===== src/rtl/maxpool_pkg.sv =====
// Shared FP16 definitions for the 2x2 stride-2 max-pool stage.
package maxpool_pkg;

    localparam int unsigned EXP_W    = 5;
    localparam int unsigned MANT_W   = 10;
    localparam int unsigned MAG_W    = EXP_W + MANT_W;
    localparam int unsigned SIGN_BIT = MAG_W;
    localparam int unsigned FP16_W   = MAG_W + 1;

    typedef logic [FP16_W-1:0] fp16;

    localparam fp16 FP16_POS_ZERO = 16'h0000;
    localparam fp16 FP16_QNAN     = 16'h7E00;

    // NaN: all-ones exponent with a non-zero mantissa.
    function automatic logic fp16_is_nan(input fp16 x);
        return (&x[MAG_W-1:MANT_W]) && (|x[MANT_W-1:0]);
    endfunction

endpackage


===== src/rtl/fp16_max2.sv =====
// Combinational FP16 max of two bit patterns; a wins ties.
// NaN propagation to canonical 0x7E00 is built only when MAXPOOL_NAN_EN is defined.
module fp16_max2
    import maxpool_pkg::*;
(
    input  fp16 a,
    input  fp16 b,
    output fp16 max_c
);

    logic [MAG_W-1:0] mag_a;
    logic [MAG_W-1:0] mag_b;

    assign mag_a = a[MAG_W-1:0];
    assign mag_b = b[MAG_W-1:0];

    always_comb begin
        max_c = a;
        if (a[SIGN_BIT] != b[SIGN_BIT]) begin
            // -0/+0 must resolve to +0; otherwise the non-negative operand wins
            if ((mag_a == '0) && (mag_b == '0)) begin
                max_c = FP16_POS_ZERO;
            end else begin
                max_c = a[SIGN_BIT] ? b : a;
            end
        end else if (!a[SIGN_BIT]) begin
            max_c = (mag_b > mag_a) ? b : a;
        end else begin
            max_c = (mag_b < mag_a) ? b : a;
        end
`ifdef MAXPOOL_NAN_EN
        if (fp16_is_nan(a) || fp16_is_nan(b)) begin
            max_c = FP16_QNAN;
        end
`endif
    end

endmodule


===== src/rtl/maxpool2x2_stream.sv =====
// Streaming 2x2 stride-2 FP16 max-pool holding one row of horizontal maxima.
// Optional NaN propagation lives in fp16_max2 under MAXPOOL_NAN_EN.
module maxpool2x2_stream
    import maxpool_pkg::*;
#(
    parameter int unsigned DATA_WIDTH = 16,
    parameter int unsigned H          = 4,
    parameter int unsigned W          = 4,
    parameter int unsigned K          = 2
) (
    input  logic                  clk,
    input  logic                  reset,
    input  logic                  in_valid,
    output logic                  in_ready,
    input  logic [DATA_WIDTH-1:0] in_data,
    output logic                  out_valid,
    input  logic                  out_ready,
    output logic [DATA_WIDTH-1:0] out_data,
    output logic                  frame_done
);

    localparam int unsigned COL_W  = (W > 1) ? $clog2(W) : 1;
    localparam int unsigned ROW_W  = (H > 1) ? $clog2(H) : 1;
    localparam int unsigned CH_W   = (K > 1) ? $clog2(K) : 1;
    localparam int unsigned BUF_D  = W / 2;
    localparam int unsigned BUF_AW = (BUF_D > 1) ? $clog2(BUF_D) : 1;

    logic [COL_W-1:0] col_q, col_d;
    logic [ROW_W-1:0] row_q, row_d;
    logic [CH_W-1:0]  ch_q,  ch_d;
    fp16              hreg_q, hreg_d;
    fp16              rowbuf_q [BUF_D];
    fp16              rowbuf_d [BUF_D];
    fp16              out_data_q, out_data_d;
    logic             out_valid_q, out_valid_d;
    logic             last_q, last_d;
    logic             frame_done_q, frame_done_d;

    logic              in_fire;
    logic              out_fire;
    logic              col_last;
    logic              row_last;
    logic              ch_last;
    logic [BUF_AW-1:0] buf_idx;
    fp16               hmax;
    fp16               vmax;

    assign in_ready   = !out_valid_q || out_ready;
    assign in_fire    = in_valid && in_ready;
    assign out_fire   = out_valid_q && out_ready;
    assign col_last   = (col_q == COL_W'(W - 1));
    assign row_last   = (row_q == ROW_W'(H - 1));
    assign ch_last    = (ch_q == CH_W'(K - 1));
    assign buf_idx    = BUF_AW'(col_q >> 1);

    assign out_valid  = out_valid_q;
    assign out_data   = out_data_q;
    assign frame_done = frame_done_q;

    fp16_max2 u_hmax (
        .a     (hreg_q),
        .b     (in_data),
        .max_c (hmax)
    );

    fp16_max2 u_vmax (
        .a     (rowbuf_q[buf_idx]),
        .b     (hmax),
        .max_c (vmax)
    );

    // Next-state: counters, row buffer and output register
    always_comb begin
        col_d        = col_q;
        row_d        = row_q;
        ch_d         = ch_q;
        hreg_d       = hreg_q;
        rowbuf_d     = rowbuf_q;
        out_data_d   = out_data_q;
        out_valid_d  = out_valid_q;
        last_d       = last_q;
        frame_done_d = 1'b0;

        if (out_fire) begin
            out_valid_d  = 1'b0;
            frame_done_d = last_q;
        end

        if (in_fire) begin
            col_d = col_last ? '0 : col_q + COL_W'(1);
            if (col_last) begin
                row_d = row_last ? '0 : row_q + ROW_W'(1);
                if (row_last) begin
                    ch_d = ch_last ? '0 : ch_q + CH_W'(1);
                end
            end

            if (!col_q[0]) begin
                hreg_d = in_data;
            end else if (!row_q[0]) begin
                rowbuf_d[buf_idx] = hmax;
            end else begin
                // A fresh result overrides the clear from a same-edge output transfer
                out_data_d  = vmax;
                out_valid_d = 1'b1;
                last_d      = ch_last && row_last && col_last;
            end
        end
    end

    always_ff @(posedge clk) begin
        if (reset) begin
            col_q        <= '0;
            row_q        <= '0;
            ch_q         <= '0;
            hreg_q       <= '0;
            out_data_q   <= '0;
            out_valid_q  <= 1'b0;
            last_q       <= 1'b0;
            frame_done_q <= 1'b0;
        end else begin
            col_q        <= col_d;
            row_q        <= row_d;
            ch_q         <= ch_d;
            hreg_q       <= hreg_d;
            out_data_q   <= out_data_d;
            out_valid_q  <= out_valid_d;
            last_q       <= last_d;
            frame_done_q <= frame_done_d;
        end
    end

    // Row buffer is always written before it is read, so it needs no reset
    always_ff @(posedge clk) begin
        rowbuf_q <= rowbuf_d;
    end

endmodule


===== config.mk =====
export PLATFORM = sky130hd
export DESIGN_NAME = maxpool2x2_stream
export DESIGN_NICKNAME = d
export VERILOG_FILES = /design/src/rtl/maxpool_pkg.sv /design/src/rtl/fp16_max2.sv /design/src/rtl/maxpool2x2_stream.sv
export SDC_FILE = /design/constraint.sdc
export NUM_CORES = 1
export LEC_CHECK = 0
export CAP_MARGIN = 10
export CORE_ASPECT_RATIO = 0.9
export CORE_MARGIN = 1.5
export CORE_UTILIZATION = 30
export CTS_CLUSTER_DIAMETER = 80
export DETAILED_ROUTE_END_ITERATION = 8
export SLEW_MARGIN = 10
export SYNTH_ARGS = -nofsm -noshare
export SYNTH_HDL_FRONTEND = slang
export SYNTH_HIERARCHICAL = 1
export SYNTH_SLANG_ARGS = --single-unit

===== constraint.sdc =====
create_clock -name clk -period 6.9 [get_ports clk]
set_input_delay 1.035 -clock clk [delete_from_list [all_inputs] [get_ports clk]]
set_output_delay 1.035 -clock clk [all_outputs]
set_load 0.1 [all_outputs]

== After elaboration in Yosys (flattened, before gate mapping) ==
Index checks and enable logic that the tools add are counted.
Cells by class
  bitwise gates (word level): 4
  muxes and demuxes: 25
  reduce and logical (&&, ||, !) cells: 19
  magnitude comparators: 6
  add/sub/neg operators: 3
  equal/unequal tests: 4
Operators with widths (count)
  16-bit two-way mux: 16
  15-bit zero test: 4
  32-bit bitwise mux: 1
  15-bit > comparator: 2
  15-bit < comparator: 2
  16-bit demux with 1-bit select: 1
  3-bit AND reduction: 3
  1-bit logical AND: 7
  1-bit two-way mux: 5
  2-bit by 1-bit adder with 2-bit output (second input constant): 2
  2-bit equality test (second input constant): 2
  2-bit two-way mux: 2
  2-bit AND reduction: 2
  1-bit inverter: 3
  2-bit >= comparator (second input constant): 1
  2-bit by 1-bit < comparator with 1-bit output (second input constant): 1
  1-bit inequality test: 2
  1-bit inverter with 2-bit output: 1
  2-bit OR reduction: 1
  1-bit adder (second input constant): 1
  1-bit zero test: 1
  1-bit logical OR: 1
Word-level totals
  bits of input ports: 20
  word-level logic and storage cells: 71
  register bits: 72
  output and inout port bits: 19

== Logic depth before layout (Yosys ltp) ==
  depth in word-level cells: 8
  mapped depth: 19
  mapped depth without buffers: 18

== Cells and area by module ==
The synthesis kept the hierarchy.
By module, submodules not included
  maxpool2x2_stream: cells each 240, seq. area each 1761.7 um^2, instances 1, area each 2986.6 um^2
  fp16_max2: cells each 71, seq. area each 0.0 um^2, instances 2, area each 618.1 um^2

== Worst setup path before layout ==
Ideal clock, no wire load.
  path kind: input to register
  start point: input in_data[14]
  end point: register out_data_q[10] (netlist: out_data[10])
  stages on the path: 18
  setup slack: 1.891 ns
  arrival time: 4.888 ns
  path through: ha_1 and4_1 and3_1 o2111ai_1 a31oi_1 mux2i_2 buf_6 mux2_4 ha_1 and4_1 and3_1 o2111ai_1 a31oi_1 mux2i_2 buf_6 mux2_4 nand2b_1 mux2i_1
Between the ends
  cells in the longest elaborated chain, start to end: 8
  elaborated cells on any way between the ends: 21
  classes of those cells: order compare: 4; eq/ne: 1; mux: 12; reduce/logical: 4
Ends and longest elaborated chain
  start: declaration: line maxpool2x2_stream.sv:15  | input logic [DATA_WIDTH-1:0] in_data,
  15-bit > comparator, or another cell as far along: line fp16_max2.sv:27  | max_c = (mag_b > mag_a) ? b : a;
  16-bit two-way mux, or another cell as far along: line fp16_max2.sv:27
  16-bit two-way mux (on tied branches): line fp16_max2.sv:26, fp16_max2.sv:21
  16-bit two-way mux *: line fp16_max2.sv:19  | if (a[SIGN_BIT] != b[SIGN_BIT]) begin
  via hmax[14]: line maxpool2x2_stream.sv:45  | fp16 hmax;
  15-bit > comparator, or another cell as far along: line fp16_max2.sv:27
  16-bit two-way mux, or another cell as far along: line fp16_max2.sv:27
  16-bit two-way mux (on tied branches): line fp16_max2.sv:26, fp16_max2.sv:21
  16-bit two-way mux *: line fp16_max2.sv:19
  via vmax[10]: line maxpool2x2_stream.sv:46  | fp16 vmax;
  end signal: assignment: line maxpool2x2_stream.sv:126  | out_data_q <= out_data_d;
  end: declaration: line maxpool2x2_stream.sv:34  | fp16 out_data_q, out_data_d;
The timed path passes the listed nets; every way through them passes the cells marked *.
A chain may end at the register's enable or synchronous reset.

== Worst setup path after layout ==
  start point: input in_data[12]
  end point: register out_data_q[12] (netlist: out_data[12])
Same word-level chain as after synthesis.

==> results.py <==
metrics = {
    "outcome": {
        "outcome": "complete, no violations",
    },
    "timing": {
        "setup_viol": 0,
        "hold_violations": 0,
        "max-slew-margin-rel": 0.2547,
        "fin_crit_sh": 0.8236,
        "finalMaxSlewViolations": 0,
        "tns_ns": 0,
        "min_period_ns": 5.683,
        "rsz0062_at_grt": "false",
        "fmax_mhz": 176.0,
        "worst_pin_slew_ns": 1.116,
        "skew_ns": 0.006132,
    },
    "critical_path": {
        "crit_required_ns": 7.08,
        "worstReg2RegEnd": "out_data[12]",
        "crit_start": "in_data[12]",
        "cp_slowest_stage_delay_ns": 0.60,
        "cp-start-kind": "input port",
        "cp-end-kind": "flop",
        "worstSetupPathType": "in -> reg",
        "r2r_cells": 19,
        "cp_slowest_cell": "mux2i_2",
        "path_max_fanout": 8,
        "arrival_ns": 5.86,
        "ff2ff_setup_slack_ns": 1.99,
        "timing.rr.start": "hreg_q[12]",
        "path_cells": "clkdlybuf4s50_1, ha_1, and4_1, and3_1, o2111ai_1, a31oi_1, mux2i_2, buf_4, mux2_4, ha_1, and4_1, and3_1, o2111ai_1, a31oi_1, mux2i_2, buf_4, mux2_4, nand2b_1, mux2i_1",
    },
    "synthesis": {
        "yosysWarnings": 6,
        "synthMuxAreaShare": 0.1899,
        "syn_nets": 436,
        "synth_xor_area_frac": 0,
        "yosys.area.top_type": "edfxtp_1",
        "synth_compound_area_frac": 0.09659,
        "yosysUniqueCellTypes": 36,
        "syn_area_um2": 4223,
        "synthTopCellsByArea": "edfxtp_1, dfxtp_1, ha_1, mux2_2, mux2_4",
        "synth_top_area_share": 0.2276,
        "postSynthCellCount": 382,
        "synthSimpleGateAreaFrac": 0.1354,
        "ys_ff_latch": 72,
        "synth_top_family_by_area": "multiplexers",
        "syn_area_per_cell_um2": 11.05,
        "yosysSeqAreaShare": 0.4172,
        "synth_fa_ha_area_frac": 0.1007,
    },
    "routing": {
        "viasPerCell": 4.845,
        "drt_iter0_drc": 169,
        "drtPass1Iterations": 4,
        "drc_errors": 0,
        "drtAntennaViolNets": 0,
        "wl_per_cell_um": 15.41,
        "routed-via-count": 2941,
        "routed_wl_um": 9354,
    },
    "layout": {
        "nNetsFinal": 467,
        "layout.cells.non_filler": 607,
        "n_antenna_cell": 0,
        "syn_to_final_growth_pct": 19.76,
        "layout_commonest_cell": "dfxtp_1",
        "stdcell_area_um2": 5057,
        "final_cell_mix": "dfxtp_1, clkdlybuf4s50_1, a21oi_1, ha_1, nand2b_1",
        "fin_util": 0.3729,
        "drive_above_1_share": 0.1770,
    },
    "power": {
        "power_density_nw_per_um2": 224.0,
        "power.leakage_nw": 1.902,
        "power.total_mw": 1.133,
        "peakVddDrop_mv": 0.1273,
    },
    "floorplan": {
        "pin_count": 39,
        "die-area_um2": 14800,
        "num_rows": 40,
        "start_util": 0.3113,
        "coreArea_um2": 13560,
        "die-height_um": 115.6,
        "fp.dieW_um": 128.1,
    },
    "min_path": {
        "min_from": "out_data[6]",
        "hold_path.class": "reg -> reg",
        "holdPathEnd": "out_data[6]",
        "whs_path_depth": 2,
    },
    "place": {
        "port_buffers": 38,
        "gp_congestion": 0.8060,
        "dpl-instance-area_um2": 4767,
        "place_inst": 591,
        "dpl.hpwl_um": 6425,
    },
    "clock_tree": {
        "numCtsBuffers": 9,
        "insertion_delay_ns": 0.33,
        "clk_pin_slew_ns": 0.05,
        "cts_resized": 0,
        "post_cts_buffers": 0,
        "cts_tree": "yes",
        "clock-root-buffer": "clkbuf_16",
        "cts_hold_buffers": 0,
        "cts.path.max_buffers": 2,
        "clock-sinks": 72,
        "htreeDepth": 3,
    },
    "global_routing": {
        "grt-ovfl-total": 0,
        "grt_pass1_vias": 2936,
        "grt_antenna_before_repair": 0,
        "grt_pass1_wl_um": 15140,
        "globalRouteTotalUtil": 0.1337,
        "grt_max_degree": 58,
    },
    "run": {
        "cap_viol_max_count": 0,
    },
}
-- where the power goes --
part | switching (mW) | internal [mW]
registers | 0.0129 | 0.463
logic | 0.0988 | 0.103
clock network | 0.169 | 0.287
total | 0.281 | 0.852
-- worst max path at each step --
| stage | end | slack [ns] | cells after the start |
|---|---|---|---|
| after CTS | out_data[10] | 1.23 | 19 |
| after floorplan | out_data[10] | 1.89 | 18 |
| after global routing | out_data[12] | 0.90 | 19 |
| after detailed placement | out_data[10] | 0.88 | 19 |
| final | out_data[12] | 1.22 | 19 |
| after global placement | out_data[12] | 1.00 | 19 |
-- registers in the layout, indices dropped and copies added (netlist names) --
register    flops
last_q          1
frame_done      1
ch_last         1
rowbuf_q       32
col_q           2
hreg_q         16
row_q           2
out_data       16
out_valid       1
-- worst max-delay path, delay by kind of cell --
kind,cells,cell delay (ns)
AOI/OAI and AO/OA,4,0.72
adders and majority gates,2,0.62
buffers and inverters,3,1.01
muxes,5,1.59
and+or+nand+nor,5,0.87
-- kinds of logic (layout without fill, tap and decap cells) --
kind of cell | Yosys count | in the layout
adders and majority gates | 34 | 34
buffers and inverters | 57 | 93
and+or+nand+nor | 84 | 84
muxes | 66 | 66
DFF | 72 | 72
AOI/OAI and AO/OA | 69 | 69
-- synth_stat cells --
cell and instances:
buf_8 1, inv_1 31, nor2b_1 3, or4_1 1
a21oi_1 37, mux2_4 20, o21ai_0 8, or3_1 1
mux2_2 27, o31ai_1 18, nand4b_1 16, o2111ai_1 2
nor3_4 1, nor4bb_1 1, nor2_1 4, and4_1 2
buf_6 3, nand3_1 4, a31oi_1 2, and4b_1 1
nand2_1 6, edfxtp_1 32, nand3b_1 2, dfxtp_1 40
and3_1 2, nor4b_1 1, a41oi_1 2, ha_1 34
buf_2 5, nand2b_1 33, nand4_1 5, clkbuf_1 15
mux2i_1 17, nor2b_4 1, mux2i_2 2, inv_2 2
-- layer usage --
layer,vias up,global-route usage,share of wire
met4,0,0.04045,0.0095
li1,1459,-,-
met1,1407,0.1820,0.51
met2,65,0.2068,0.43
met3,10,0.03832,0.048
met5,-,0,0
-- per-stage QoR --
stage / worst slack (ns) / hold WS, ns
after floorplan: 1.891 / 0.4480
after global placement: 1.001 / 0.4614
after detailed placement: 0.8765 / 0.4654
after CTS: 1.225 / 0.4769
after global routing: 0.8988 / 0.5056
final: 1.217 / 0.4748
-- area by class of cell --
class,instances,area [µm²]
clock buffer,12,246.5
clock inverter,4,43.79
fill,1317,8506
inverter,33,123.9
multi-input combinational,253,2220
sequential,72,1762
tap,189,236.5
timing repair buffer,44,425.4
(Power assumes the default switching activity.)
